## config.mk

```make
export PLATFORM = sky130hd
export DESIGN_NAME = seg_scan_ctrl
export DESIGN_NICKNAME = d
export VERILOG_FILES = /design/src/rtl/seg_scan_ctrl.sv
export SDC_FILE = /design/constraint.sdc
export NUM_CORES = 1
export LEC_CHECK = 0
export ABC_AREA = 1
export CORE_MARGIN = 2
export CORE_UTILIZATION = 35
export CTS_CLUSTER_DIAMETER = 100
export DETAILED_ROUTE_END_ITERATION = 16
export PLACE_DENSITY = 0.62
export SLEW_MARGIN = 20
export SYNTH_ARGS = -nofsm -noshare
export SYNTH_HDL_FRONTEND = slang
export SYNTH_SLANG_ARGS = --single-unit
export TNS_END_PERCENT = 10
```

## constraint.sdc

```tcl
create_clock -name clk -period 3.41 [get_ports clk]
set_input_delay 0.682 -clock clk [delete_from_list [all_inputs] [get_ports clk]]
set_output_delay 0.682 -clock clk [all_outputs]
set_load 0.01 [all_outputs]
```

## src/rtl/seg_scan_ctrl.sv

```systemverilog
// Time-multiplexed seven-segment scan controller with frame-synchronous commit.
// Optional leading-zero blanking is enabled by defining SEG_SCAN_LZB_EN.
module seg_scan_ctrl #(
  parameter int DIGITS = 4,
  parameter int DWELL  = 1000,
  parameter int BLANK  = 16
) (
  input  logic                  clk,
  input  logic                  reset,
  input  logic                  enable,
  input  logic [4*DIGITS-1:0]   value,
  input  logic [DIGITS-1:0]     dp_mask,
  input  logic                  load,
  output logic [3:0]            bcd,
  output logic                  dp_n,
  output logic [DIGITS-1:0]     an_n,
  output logic                  frame_done,
  output logic                  pending
);

  localparam int CW = $clog2(DWELL);
  localparam int IW = $clog2(DIGITS);
  localparam logic [CW-1:0] CNT_BLANK_END = CW'(BLANK - 1);
  localparam logic [CW-1:0] CNT_SLOT_END  = CW'(DWELL - 1);
  localparam logic [IW-1:0] IDX_LAST      = IW'(DIGITS - 1);

  typedef enum logic [1:0] {ST_OFF, ST_BLANK, ST_SHOW} state_t;

  state_t                   state_q, state_d;
  logic [IW-1:0]            idx_q, idx_d;
  logic [CW-1:0]            cnt_q, cnt_d;
  logic [DIGITS-1:0][3:0]   disp_val_q, disp_val_d;
  logic [DIGITS-1:0]        disp_dp_q, disp_dp_d;
  logic [DIGITS-1:0][3:0]   pend_val_q, pend_val_d;
  logic [DIGITS-1:0]        pend_dp_q, pend_dp_d;
  logic                     pend_q, pend_d;
  logic [DIGITS-1:0]        an_n_q, an_n_d;
  logic [3:0]               bcd_q, bcd_d;
  logic                     dp_n_q, dp_n_d;
  logic                     frame_done_q, frame_done_d;
  logic                     commit;
  logic                     lzb_blank;

  always_comb begin
    state_d      = state_q;
    idx_d        = idx_q;
    cnt_d        = cnt_q;
    disp_val_d   = disp_val_q;
    disp_dp_d    = disp_dp_q;
    pend_val_d   = pend_val_q;
    pend_dp_d    = pend_dp_q;
    pend_d       = pend_q;
    frame_done_d = 1'b0;
    commit       = 1'b0;
    case (state_q)
      ST_OFF: begin
        commit = pend_q;
        if (enable) begin
          state_d = ST_BLANK;
          idx_d   = '0;
          cnt_d   = '0;
        end
      end
      ST_BLANK: begin
        if (!enable) begin
          state_d = ST_OFF;
          idx_d   = '0;
          cnt_d   = '0;
        end else begin
          cnt_d = cnt_q + 1'b1;
          if (cnt_q == CNT_BLANK_END) state_d = ST_SHOW;
        end
      end
      ST_SHOW: begin
        if (!enable) begin
          state_d = ST_OFF;
          idx_d   = '0;
          cnt_d   = '0;
        end else if (cnt_q == CNT_SLOT_END) begin
          cnt_d   = '0;
          state_d = ST_BLANK;
          if (idx_q == IDX_LAST) begin
            // Frame boundary: the only place a running display swaps buffers.
            idx_d        = '0;
            frame_done_d = 1'b1;
            commit       = pend_q;
          end else begin
            idx_d = idx_q + 1'b1;
          end
        end else begin
          cnt_d = cnt_q + 1'b1;
        end
      end
      default: begin
        state_d = ST_OFF;
        idx_d   = '0;
        cnt_d   = '0;
      end
    endcase
    if (commit) begin
      disp_val_d = pend_val_q;
      disp_dp_d  = pend_dp_q;
      pend_d     = 1'b0;
    end
    // A load coinciding with a commit lands behind it and keeps pending set.
    if (load) begin
      pend_val_d = value;
      pend_dp_d  = dp_mask;
      pend_d     = 1'b1;
    end
  end

`ifdef SEG_SCAN_LZB_EN
  logic [DIGITS-1:0] upper_zero;

  always_comb begin
    logic z;
    z = 1'b1;
    upper_zero = '0;
    for (int i = DIGITS - 1; i >= 0; i--) begin
      z = z & (disp_val_d[i] == 4'd0);
      upper_zero[i] = z;
    end
  end

  assign lzb_blank = (idx_d != '0) && upper_zero[idx_d] && !disp_dp_d[idx_d];
`else
  assign lzb_blank = 1'b0;
`endif

  // Outputs are decoded from the next state so they are registered alongside it.
  always_comb begin
    an_n_d = '1;
    bcd_d  = '0;
    dp_n_d = 1'b1;
    if (state_d != ST_OFF) bcd_d = disp_val_d[idx_d];
    if (state_d == ST_SHOW && !lzb_blank) begin
      an_n_d[idx_d] = 1'b0;
      dp_n_d        = ~disp_dp_d[idx_d];
    end
  end

  always_ff @(posedge clk or posedge reset) begin
    if (reset) begin
      state_q      <= ST_OFF;
      idx_q        <= '0;
      cnt_q        <= '0;
      disp_val_q   <= '0;
      disp_dp_q    <= '0;
      pend_val_q   <= '0;
      pend_dp_q    <= '0;
      pend_q       <= 1'b0;
      an_n_q       <= '1;
      bcd_q        <= '0;
      dp_n_q       <= 1'b1;
      frame_done_q <= 1'b0;
    end else begin
      state_q      <= state_d;
      idx_q        <= idx_d;
      cnt_q        <= cnt_d;
      disp_val_q   <= disp_val_d;
      disp_dp_q    <= disp_dp_d;
      pend_val_q   <= pend_val_d;
      pend_dp_q    <= pend_dp_d;
      pend_q       <= pend_d;
      an_n_q       <= an_n_d;
      bcd_q        <= bcd_d;
      dp_n_q       <= dp_n_d;
      frame_done_q <= frame_done_d;
    end
  end

  assign bcd        = bcd_q;
  assign dp_n       = dp_n_q;
  assign an_n       = an_n_q;
  assign frame_done = frame_done_q;
  assign pending    = pend_q;

endmodule

```

==> results of run 1 <==
power groups by stage:
stage | Clock (mW) | Combinational, mW | Sequential [mW]
after floorplan | 0 | 0.515 | 1.04
after global placement | 0 | 0.678 | 1.05
after detailed placement | 0 | 0.697 | 1.04
after CTS | 0.835 | 0.698 | 1.03
after global routing | 0.863 | 0.788 | 1.05
final | 0.822 | 0.693 | 1.03
worst max-delay path by stage:
stage            from               end  slack, ns
6_report       enable  bcd[3]$_DFF_PP0_       1.00
2_1_floorplan   reset  bcd[0]$_DFF_PP0_       1.11
3_3_place_gp   enable  bcd[2]$_DFF_PP0_       0.65
5_1_grt        enable  bcd[1]$_DFF_PP0_       0.79
4_1_cts        enable  bcd[2]$_DFF_PP0_       1.01
3_5_place_dp   enable  bcd[2]$_DFF_PP0_       0.65
sequential cells by signal, indices dropped and copies added (netlist names):
name        count
an_n            4
cnt_q          10
pend_dp_q       4
disp_dp_q       4
idx_q           2
dp_n            1
disp_val_q     16
frame_done      1
bcd             4
pend_val_q     16
pending         1
state_q         2
stage by stage:
stage | utilization (%) | std cells
2_1_floorplan | - | 313
5_1_grt | 43.54 | 465
4_1_cts | 43.54 | 465
6_report | 43.54 | 465
3_3_place_gp | 40.62 | 449
3_5_place_dp | 40.62 | 449
critical path: stages:
cell and delay [ns]:
sky130_fd_sc_hd__clkdlybuf4s50_1 0.57, sky130_fd_sc_hd__nand2_1 0.08, sky130_fd_sc_hd__inv_1 0.18, sky130_fd_sc_hd__nand4_4 0.15, sky130_fd_sc_hd__nand2_4 0.23, sky130_fd_sc_hd__nand2_4 0.25
sky130_fd_sc_hd__nand2_1 0.14, sky130_fd_sc_hd__nand2_1 0.09, sky130_fd_sc_hd__nand2_1 0.07, sky130_fd_sc_hd__nand2_1 0.05, sky130_fd_sc_hd__nor2_1 0.08, sky130_fd_sc_hd__nor2_1 0.05
cells by family after synthesis:
kind of cell               count (synthesis)  share of synthesized area [%]
AOI/OAI and AO/OA                         15                          3.073
xor gates and xnor gates                   6                          1.721
adders and majority gates                  6                          2.458
buffers and inverters                     32                          4.834
DFF                                       65                          53.46
muxes                                     18                          6.636
and+or+nand+nor                          171                          27.82
cell type report:
class,count,area (um2)
fillers,830,4852
flip-flops and latches,65,1633
multi-input cells,216,1274
inverters,23,86.33
repair buffers,37,362.8
well taps,108,135.1
clock inverters,6,112.6
clock buffers,10,137.6
synth_stat cells, types with 4 or more instances:
master / n
sky130_fd_sc_hd__o21ai_0: 6
sky130_fd_sc_hd__ha_1: 6
sky130_fd_sc_hd__nand4_1: 7
sky130_fd_sc_hd__dfrtp_1: 60
sky130_fd_sc_hd__a21oi_1: 4
sky130_fd_sc_hd__nand2_1: 64
sky130_fd_sc_hd__xor2_1: 6
sky130_fd_sc_hd__inv_1: 21
sky130_fd_sc_hd__mux2_2: 18
sky130_fd_sc_hd__nand3_1: 41
sky130_fd_sc_hd__nor2_1: 21
sky130_fd_sc_hd__nand2_2: 24
sky130_fd_sc_hd__dfstp_2: 5
cell usage in the layout (no fill, tap or decap):
| cell type | instances |
|---|---|
| sky130_fd_sc_hd__a21oi_1 | 4 |
| sky130_fd_sc_hd__nand2_1 | 64 |
| sky130_fd_sc_hd__dfstp_2 | 5 |
| sky130_fd_sc_hd__clkbuf_8 | 10 |
| sky130_fd_sc_hd__nand2_4 | 2 |
| sky130_fd_sc_hd__o21ai_0 | 6 |
| sky130_fd_sc_hd__o21ai_2 | 2 |
| sky130_fd_sc_hd__nor3_1 | 2 |
| sky130_fd_sc_hd__clkinv_2 | 1 |
| sky130_fd_sc_hd__nor2_4 | 2 |
| sky130_fd_sc_hd__bufinv_16 | 3 |
| sky130_fd_sc_hd__nand3_1 | 41 |
| sky130_fd_sc_hd__buf_4 | 3 |
| sky130_fd_sc_hd__nand2_2 | 24 |
| sky130_fd_sc_hd__nand4_1 | 7 |
| sky130_fd_sc_hd__inv_2 | 3 |
| sky130_fd_sc_hd__mux2_2 | 18 |
| sky130_fd_sc_hd__inv_6 | 2 |
| sky130_fd_sc_hd__ha_1 | 6 |
| sky130_fd_sc_hd__nand3_2 | 3 |
| sky130_fd_sc_hd__nor2_2 | 3 |
| sky130_fd_sc_hd__clkdlybuf4s50_1 | 34 |
| sky130_fd_sc_hd__nor4_1 | 1 |
| sky130_fd_sc_hd__inv_1 | 20 |
| sky130_fd_sc_hd__nand4_4 | 1 |
| sky130_fd_sc_hd__xor2_1 | 6 |
| sky130_fd_sc_hd__nor2_1 | 21 |
| sky130_fd_sc_hd__a31o_2 | 1 |
| sky130_fd_sc_hd__a32o_1 | 1 |
| sky130_fd_sc_hd__a211oi_1 | 1 |
| sky130_fd_sc_hd__dfrtp_1 | 60 |
layer usage:
| metal | routed length (um) | up-vias | GRT usage, % |
|---|---|---|---|
| met2 | 2884 | 55 | 20.74 |
| met5 | 0 | - | 0 |
| met3 | 261 | 9 | 2.734 |
| met4 | 140 | 0 | 6.944 |
| met1 | 3046 | 1066 | 21.08 |
| li1 | - | 1105 | - |
==> impl_summary.md, run 1 <==
Worst hold path
The worst hold path terminates at disp_val_q[0]$_DFF_PP0_. In this run the most critical hold path is launched from disp_val_q[0]$_DFF_PP0_. The worst hold-check path type is flop to flop.

The hold-critical path depth is 2.

GRT
Summed over all layers, the global routing overflow is 0. The via count of the first global-routing pass came to 2211. The overall fraction of global-route tracks in use is 14.49%. The maximum number of pins on one net before global-route repair is 25. The wire length of the first global-routing pass is 10920 um. The initial antenna violation count is 0.

Cells and area
The finished cells cover 3741 um2. The growth of design area from synthesis to finish is 22.49%. The repair_antennas step left the layout with diodes totalling 0. The post-route netlist has 23.25% of its cells at a drive strength greater than 1. The final net count is 382.

Yosys
Sequential cells were found to cover 53.46% of the synthesized design area. After synthesis, the share of flip-flops with an asynchronous set or reset is 100.0%. The largest total area in the synthesized netlist belongs to sky130_fd_sc_hd__dfrtp_1.

The synthesis-stage register bit count is 65. The post-synth design cell area is 3054 um2. The average footprint of a synthesized cell is 9.758 um2. After synthesis, the netlist uses 30 different library cells. Yosys printed 0 warnings. The fraction of synthesized cell area taken by the top area cell type is 49.16%. The synthesized netlist net count is 343. Synthesis produced 313 cells. By area the synthesized netlist is led by sky130_fd_sc_hd__dfrtp_1 (49%), sky130_fd_sc_hd__nand2_1 (7.9%), sky130_fd_sc_hd__nand3_1 (6.7%). The most used flip-flop cell after synthesis is sky130_fd_sc_hd__dfrtp_1. In this run, synthesis inferred 0 flip-flops with an integrated enable.

Drt
Detailed routing inserted a total of 2235 vias. The remaining design rule violation count is 0. The final layout contains routed wiring with a total length of 6332 um. The via-per-instance ratio is 4.806. The average wire per cell in the routed design is 13.62 um. For this block, the initial DRC count from the detailed router was 127.

The post-detailed-route count of antenna-violating nets is 0. The length of the first detailed-routing pass in iterations is 4.

Timing
Setup repair after global routing left no endpoint under its margin. At the pin with the least slew margin, the transition time is 0.9665 ns. The number of failing hold endpoints at the final stage is 0. The smallest setup slack after layout is 1.005 ns.

The max-slew violation total from the final report is 0. For this run, the top clock speed supported by timing is 415.7 MHz. The clock skew after layout is 0.009033 ns.

For the finished layout, the period the worst path requires is 2.405 ns. In this run the tightest slew margin relative to its limit is 35.36%. The final sum of negative setup slack is 0 ns. The number of failing setup endpoints in the final timing report is 0.

Of the available clock period, the critical path in the final layout requires 70.54%. Across all hold checks on the routed design, the worst slack comes to 0.4733 ns.

Placed design
Prior to clock tree synthesis, the placed netlist has a worst setup slack of 0.6539 ns. After legalization and detailed placement, the total HPWL measured 4511 um. Port buffering added 34 buffers. The final estimated routing congestion in global placement is 0.8686. The instance area at placement is 3491 um2.

Floorplanning
The top-level I/O count is 35. In this run the horizontal extent of the chip is 97.42 um. The starting density of the core is 35.54%. The count of standard-cell rows is 34.

The die covers 9490 um2. The area of the core is 8593 um2. The chip height is 97.42 um.

Power
The analysis attributes to net switching a power of 821.8 uW. The total leakage power is 1.748 nW. The peak supply drop is 0.0002941 V.

The clock network burns 32.3% of the power. The switching share of power is 32.27%. The total power draw is 2.546 mW. Per report_power, the sequential group accounts for 40.5% of the total. The total power density per cell area is 680.6 nW/um2.

The internal power summed over all cells is 1.725 mW. Combinational cells account for 27.2% of the total power.

CTS
The worst-case clock buffer depth is 2. The number of buffers created by CTS is 9. The number of gates resized after CTS was 0. The root buffer selected by CTS is sky130_fd_sc_hd__clkbuf_8.

The sink count of the clock tree is 65. Clock-pin slew was measured on the worst setup and hold paths at 0.07 ns. The number of buffers inserted by post-CTS setup repair is 0. TritonCTS built the clock tree. The later-pin clock latency in the skew report is 0.34 ns.

The deepest level of the CTS H-tree is 3. The number of buffers inserted by hold repair at cts is 0.

Critical path
Data on the critical path arrives at its endpoint at 2.64 ns. The worst register-to-register path ends at bcd[2]$_DFF_PP0_. The type of element launching the critical path is an input port. The type of destination of the critical path is a flop. The internal reg-to-reg setup slack is 1.05 ns. Of all nets on the critical path, the largest fanout is 22. The category of the critical setup timing path is input port to flop. The origin of the critical flop-to-flop path is state_q[0]$_DFF_PP0_. At the worst endpoint, the required time is 3.64 ns.

Counting cells, the worst reg-to-reg path comes to 12.

Run status
The flow ran to the end, and the final reports show no timing, DRC or antenna violations.

Job
Max-cap violations in this run came to 0.
Power figures use the tool's default switching activity.
==> inputs of run 2 (changes only) <==
--- a/config.mk
+++ b/config.mk
@@ -10,7 +10,7 @@
 export CORE_UTILIZATION = 35
 export CTS_CLUSTER_DIAMETER = 100
 export DETAILED_ROUTE_END_ITERATION = 16
-export PLACE_DENSITY = 0.62
+export PLACE_DENSITY = 0.64
 export SLEW_MARGIN = 20
 export SYNTH_ARGS = -nofsm -noshare
 export SYNTH_HDL_FRONTEND = slang
==> constraint.sdc (replaced) <==
create_clock -name clk -period 2.2 [get_ports clk]
set_input_delay 0.44 -clock clk [delete_from_list [all_inputs] [get_ports clk]]
set_output_delay 0.44 -clock clk [all_outputs]
set_load 0.01 [all_outputs]
==> impl_summary.md, run 2 (same netlist as run 1, synthesis figures left out) <==
Timing
The transition at the pin with the smallest max-transition slack is 0.3570 ns (-0.6095 ns). Setup repair after global routing left no endpoint under its margin. The clock skew after layout is 0.01191 ns (+0.002873 ns).

The worst slack on hold paths was 0.4629 ns (-0.01039 ns). The worst relative slew slack is 76.11% (+41 points). The worst path in the final design needs a cycle of 2.009 ns, including I/O delays and setup. The achievable frequency is 497.8 MHz. The max-slew violation total from the final report was 0 (unchanged).

The final clock period utilization by the worst path is 91.30%. The number of failing setup endpoints in the final timing report is 0 (unchanged). The number of failing hold endpoints at the final stage was 0 (unchanged).

Critical path
The data required time of the critical path is 2.48 ns (-1.16 ns). The type of destination of the critical path is a flop. The critical path in this run is classified as flop to flop.

Traced cell by cell, the critical path runs through inv_1, ha_1, nand2_1, inv_1, nand4_4, nand2_4, buf_4, nand3_1, nand2_2, nand3_1, nand2_1, nor2_1, nor2_1. The worst stage delay on the critical path is 0.43 ns (-0.14 ns). The type of element launching the critical path is a flop.

The slowest stage of the critical path belongs to the cell sky130_fd_sc_hd__dfrtp_1. The data arrival time at the worst-slack endpoint is 2.28 ns (-0.36 ns). The maximum fanout along the worst path is 18 (-18%).

Floorplanning
The starting density of the core is 35.54% (unchanged). The area of the core was 8593 um2 (unchanged). The count of standard-cell rows is 34 (unchanged). The chip height is 97.42 um (unchanged). The top-level I/O count is 35 (unchanged). The die area is 9490 um2 (unchanged). The horizontal extent of the die is 97.42 um (unchanged).

Power
The switching share of power is 35.33% (+3.1 points). The switching power is 1.266 mW (+54%). The internal power summed over all cells is 2.318 mW (+34%).

The share of power burned in combinational logic is 30.6% (+3.4 points). The total leakage power is 1.778 nW (+1.7%). The portion of total power attributed to the clock network was 24.6% (-7.7 points). The total power density per cell area came to 946.4 nW/um2 (+39%).

The total power draw came to 3.584 mW (+41%). The peak supply drop is 0.0004108 V (+40%). The share of power burned in registers is 44.8% (+4.3 points).

CTS
The deepest level of the CTS H-tree is 3 (unchanged). The root buffer selected by CTS is sky130_fd_sc_hd__clkbuf_8. The later-pin clock latency in the skew report is 0.34 ns (about the same). The number of buffers created by CTS is 9 (unchanged).

The sink count of the clock tree is 65 (unchanged). The clock-pin slew of the registers on the worst-case setup and hold paths came to 0.08 ns (about the same). TritonCTS built the clock tree. The worst-case clock buffer depth is 2 (unchanged). The number of buffers inserted by hold repair at cts came to 0 (unchanged).

The number of buffers inserted by post-CTS setup repair came to 0 (unchanged).

Placed design
The port buffer count came to 34 (unchanged). The instance area at placement is 3606 um2 (+3.3%). The final estimated routing congestion in global placement was 0.8891 (+2.4%). The HPWL after detailed placement is 4342 um (-3.8%).

Cells and area
The largest registers in the layout are disp_val_q x16, pend_val_q x16, cnt_q x10. The top cell types in the final layout, fill and taps aside, are sky130_fd_sc_hd__nand2_1 (64), sky130_fd_sc_hd__dfrtp_1 (60), sky130_fd_sc_hd__nand3_1 (41). The total of fill cells in the finished design was 817 (-1.6%). The final net count came to 394 (+3.1%). Compared with the post-synthesis result, the final layout area differs by 24.01%. The antenna diode instance count is 0 (unchanged).

The proportion of layout cells with a drive suffix above 1 is 25.75% (+2.5 points). The final instance area came to 3787 um2 (+1.2%). The share of the core filled with cells came to 44.07% (+0.54 points). The library cell used most frequently in the layout, excluding fill and tap cells, is sky130_fd_sc_hd__nand2_1.

GRT
The wire length of the first global-routing pass came to 10920 um (about the same). The total congestion overflow was 0 (unchanged). The maximum number of pins on one net before global-route repair is 66 (+160%). The via count of the first global-routing pass is 2242 (+1.4%).

The initial antenna violation count is 0 (unchanged). The overall fraction of global-route tracks in use is 14.30% (-0.19 points).

Drt
The average wire per cell in the routed design came to 13.02 um (-4.4%). The remaining design rule violation count is 0 (unchanged). The routed via count is 2268 (+1.5%). The post-detailed-route count of antenna-violating nets was 0 (unchanged).

The detailed-route wire length is 6209 um (-1.9%). The length of the first detailed-routing pass in iterations is 4 (unchanged). The via-per-instance ratio is 4.755 (-1.1%). The count of routing violations after the opening detailed-route iteration came to 118 (-7.1%).

Job
The number of maximum-capacitance constraint violations came to 0 (unchanged).

Run status
The run finished with clean final reports.

Worst hold path
The path class of the tightest hold or removal check is input port to asynchronous set/reset pin.
-- run 2: changes by cell type in the layout (fill, tap and decap cells not counted), sizes merged --
cell and delta:
buf +12, clkinv +4, bufinv -3, clkbuf -1, clkinvlp +1, inv -1
-- run 2: cell type report --
class | count | area, um2 | share of cell area (%)
well taps | 108 | 135.1 | 3.568
clock buffers | 9 | 123.9 | 3.271
inverters | 23 | 86.33 | 2.279
flip-flops and latches | 65 | 1633 | 43.11
repair buffers | 49 | 478.0 | 12.62
multi-input cells | 216 | 1286 | 33.96
clock inverters | 7 | 45.04 | 1.189
-- run 2: final timing paths --
check,from,endpoint,slack [ns],depth (start not counted)
worst max-delay path,state_q[0]$_DFF_PP0_,bcd[3]$_DFF_PP0_,0.19,13
worst min-delay path,reset,cnt_q[9]$_DFFE_PP0P_,0.46,3
worst max register to register,state_q[0]$_DFF_PP0_,bcd[3]$_DFF_PP0_,0.19,13
worst min register to register,disp_dp_q[0]$_DFF_PP0_,disp_dp_q[0]$_DFF_PP0_,0.47,2
max in group asynchronous,reset,dp_n$_DFF_PP1_,1.38,3
min in group clk,disp_dp_q[0]$_DFF_PP0_,disp_dp_q[0]$_DFF_PP0_,0.47,2
-- run 2: power groups by stage --
stage	Combinational, mW	Sequential (mW)	Clock [mW]
after CTS	1.10	1.61	0.917
final	1.10	1.61	0.882
after global placement	1.08	1.63	0
after detailed placement	1.10	1.63	0
after global routing	1.25	1.64	0.985
after floorplan	0.798	1.62	0
-- run 2: metrics by stage --
| step | setup WS, ns | TNS, ns | cells |
|---|---|---|---|
| CTS | 0.1635 | 0 | 477 |
| global route | 0.01294 | 0 | 477 |
| finish | 0.1913 | 0 | 477 |
| global placement | -0.05804 | -0.1322 | 461 |
| detailed placement | -0.04214 | -0.1010 | 461 |
| floorplan | 0.1418 | 0 | 313 |
-- run 2: critical path: cells and delay by family (launching register included) --
kind	cells	cell delay, ns
and+or+nand+nor	9	0.83
DFF	1	0.43
adders and majority gates	1	0.17
buffers and inverters	3	0.51
-- run 2: repair_timing --
| item | CTS | global route |
|---|---|---|
| setup endpoints to repair | 0 | 3 |
| endpoints found under the hold margin | 0 | 0 |
| resized for setup | 0 | 2 |
-- run 2: per-layer routing --
metal / global-route usage, % / wire [um] / vias to the layer above
li1: - / - / 1131
met1: 20.47 / 3065 / 1074
met2: 20.95 / 2838 / 56
met3: 3.957 / 221 / 7
met4: 4.808 / 85 / 0
met5: 0 / 0 / -
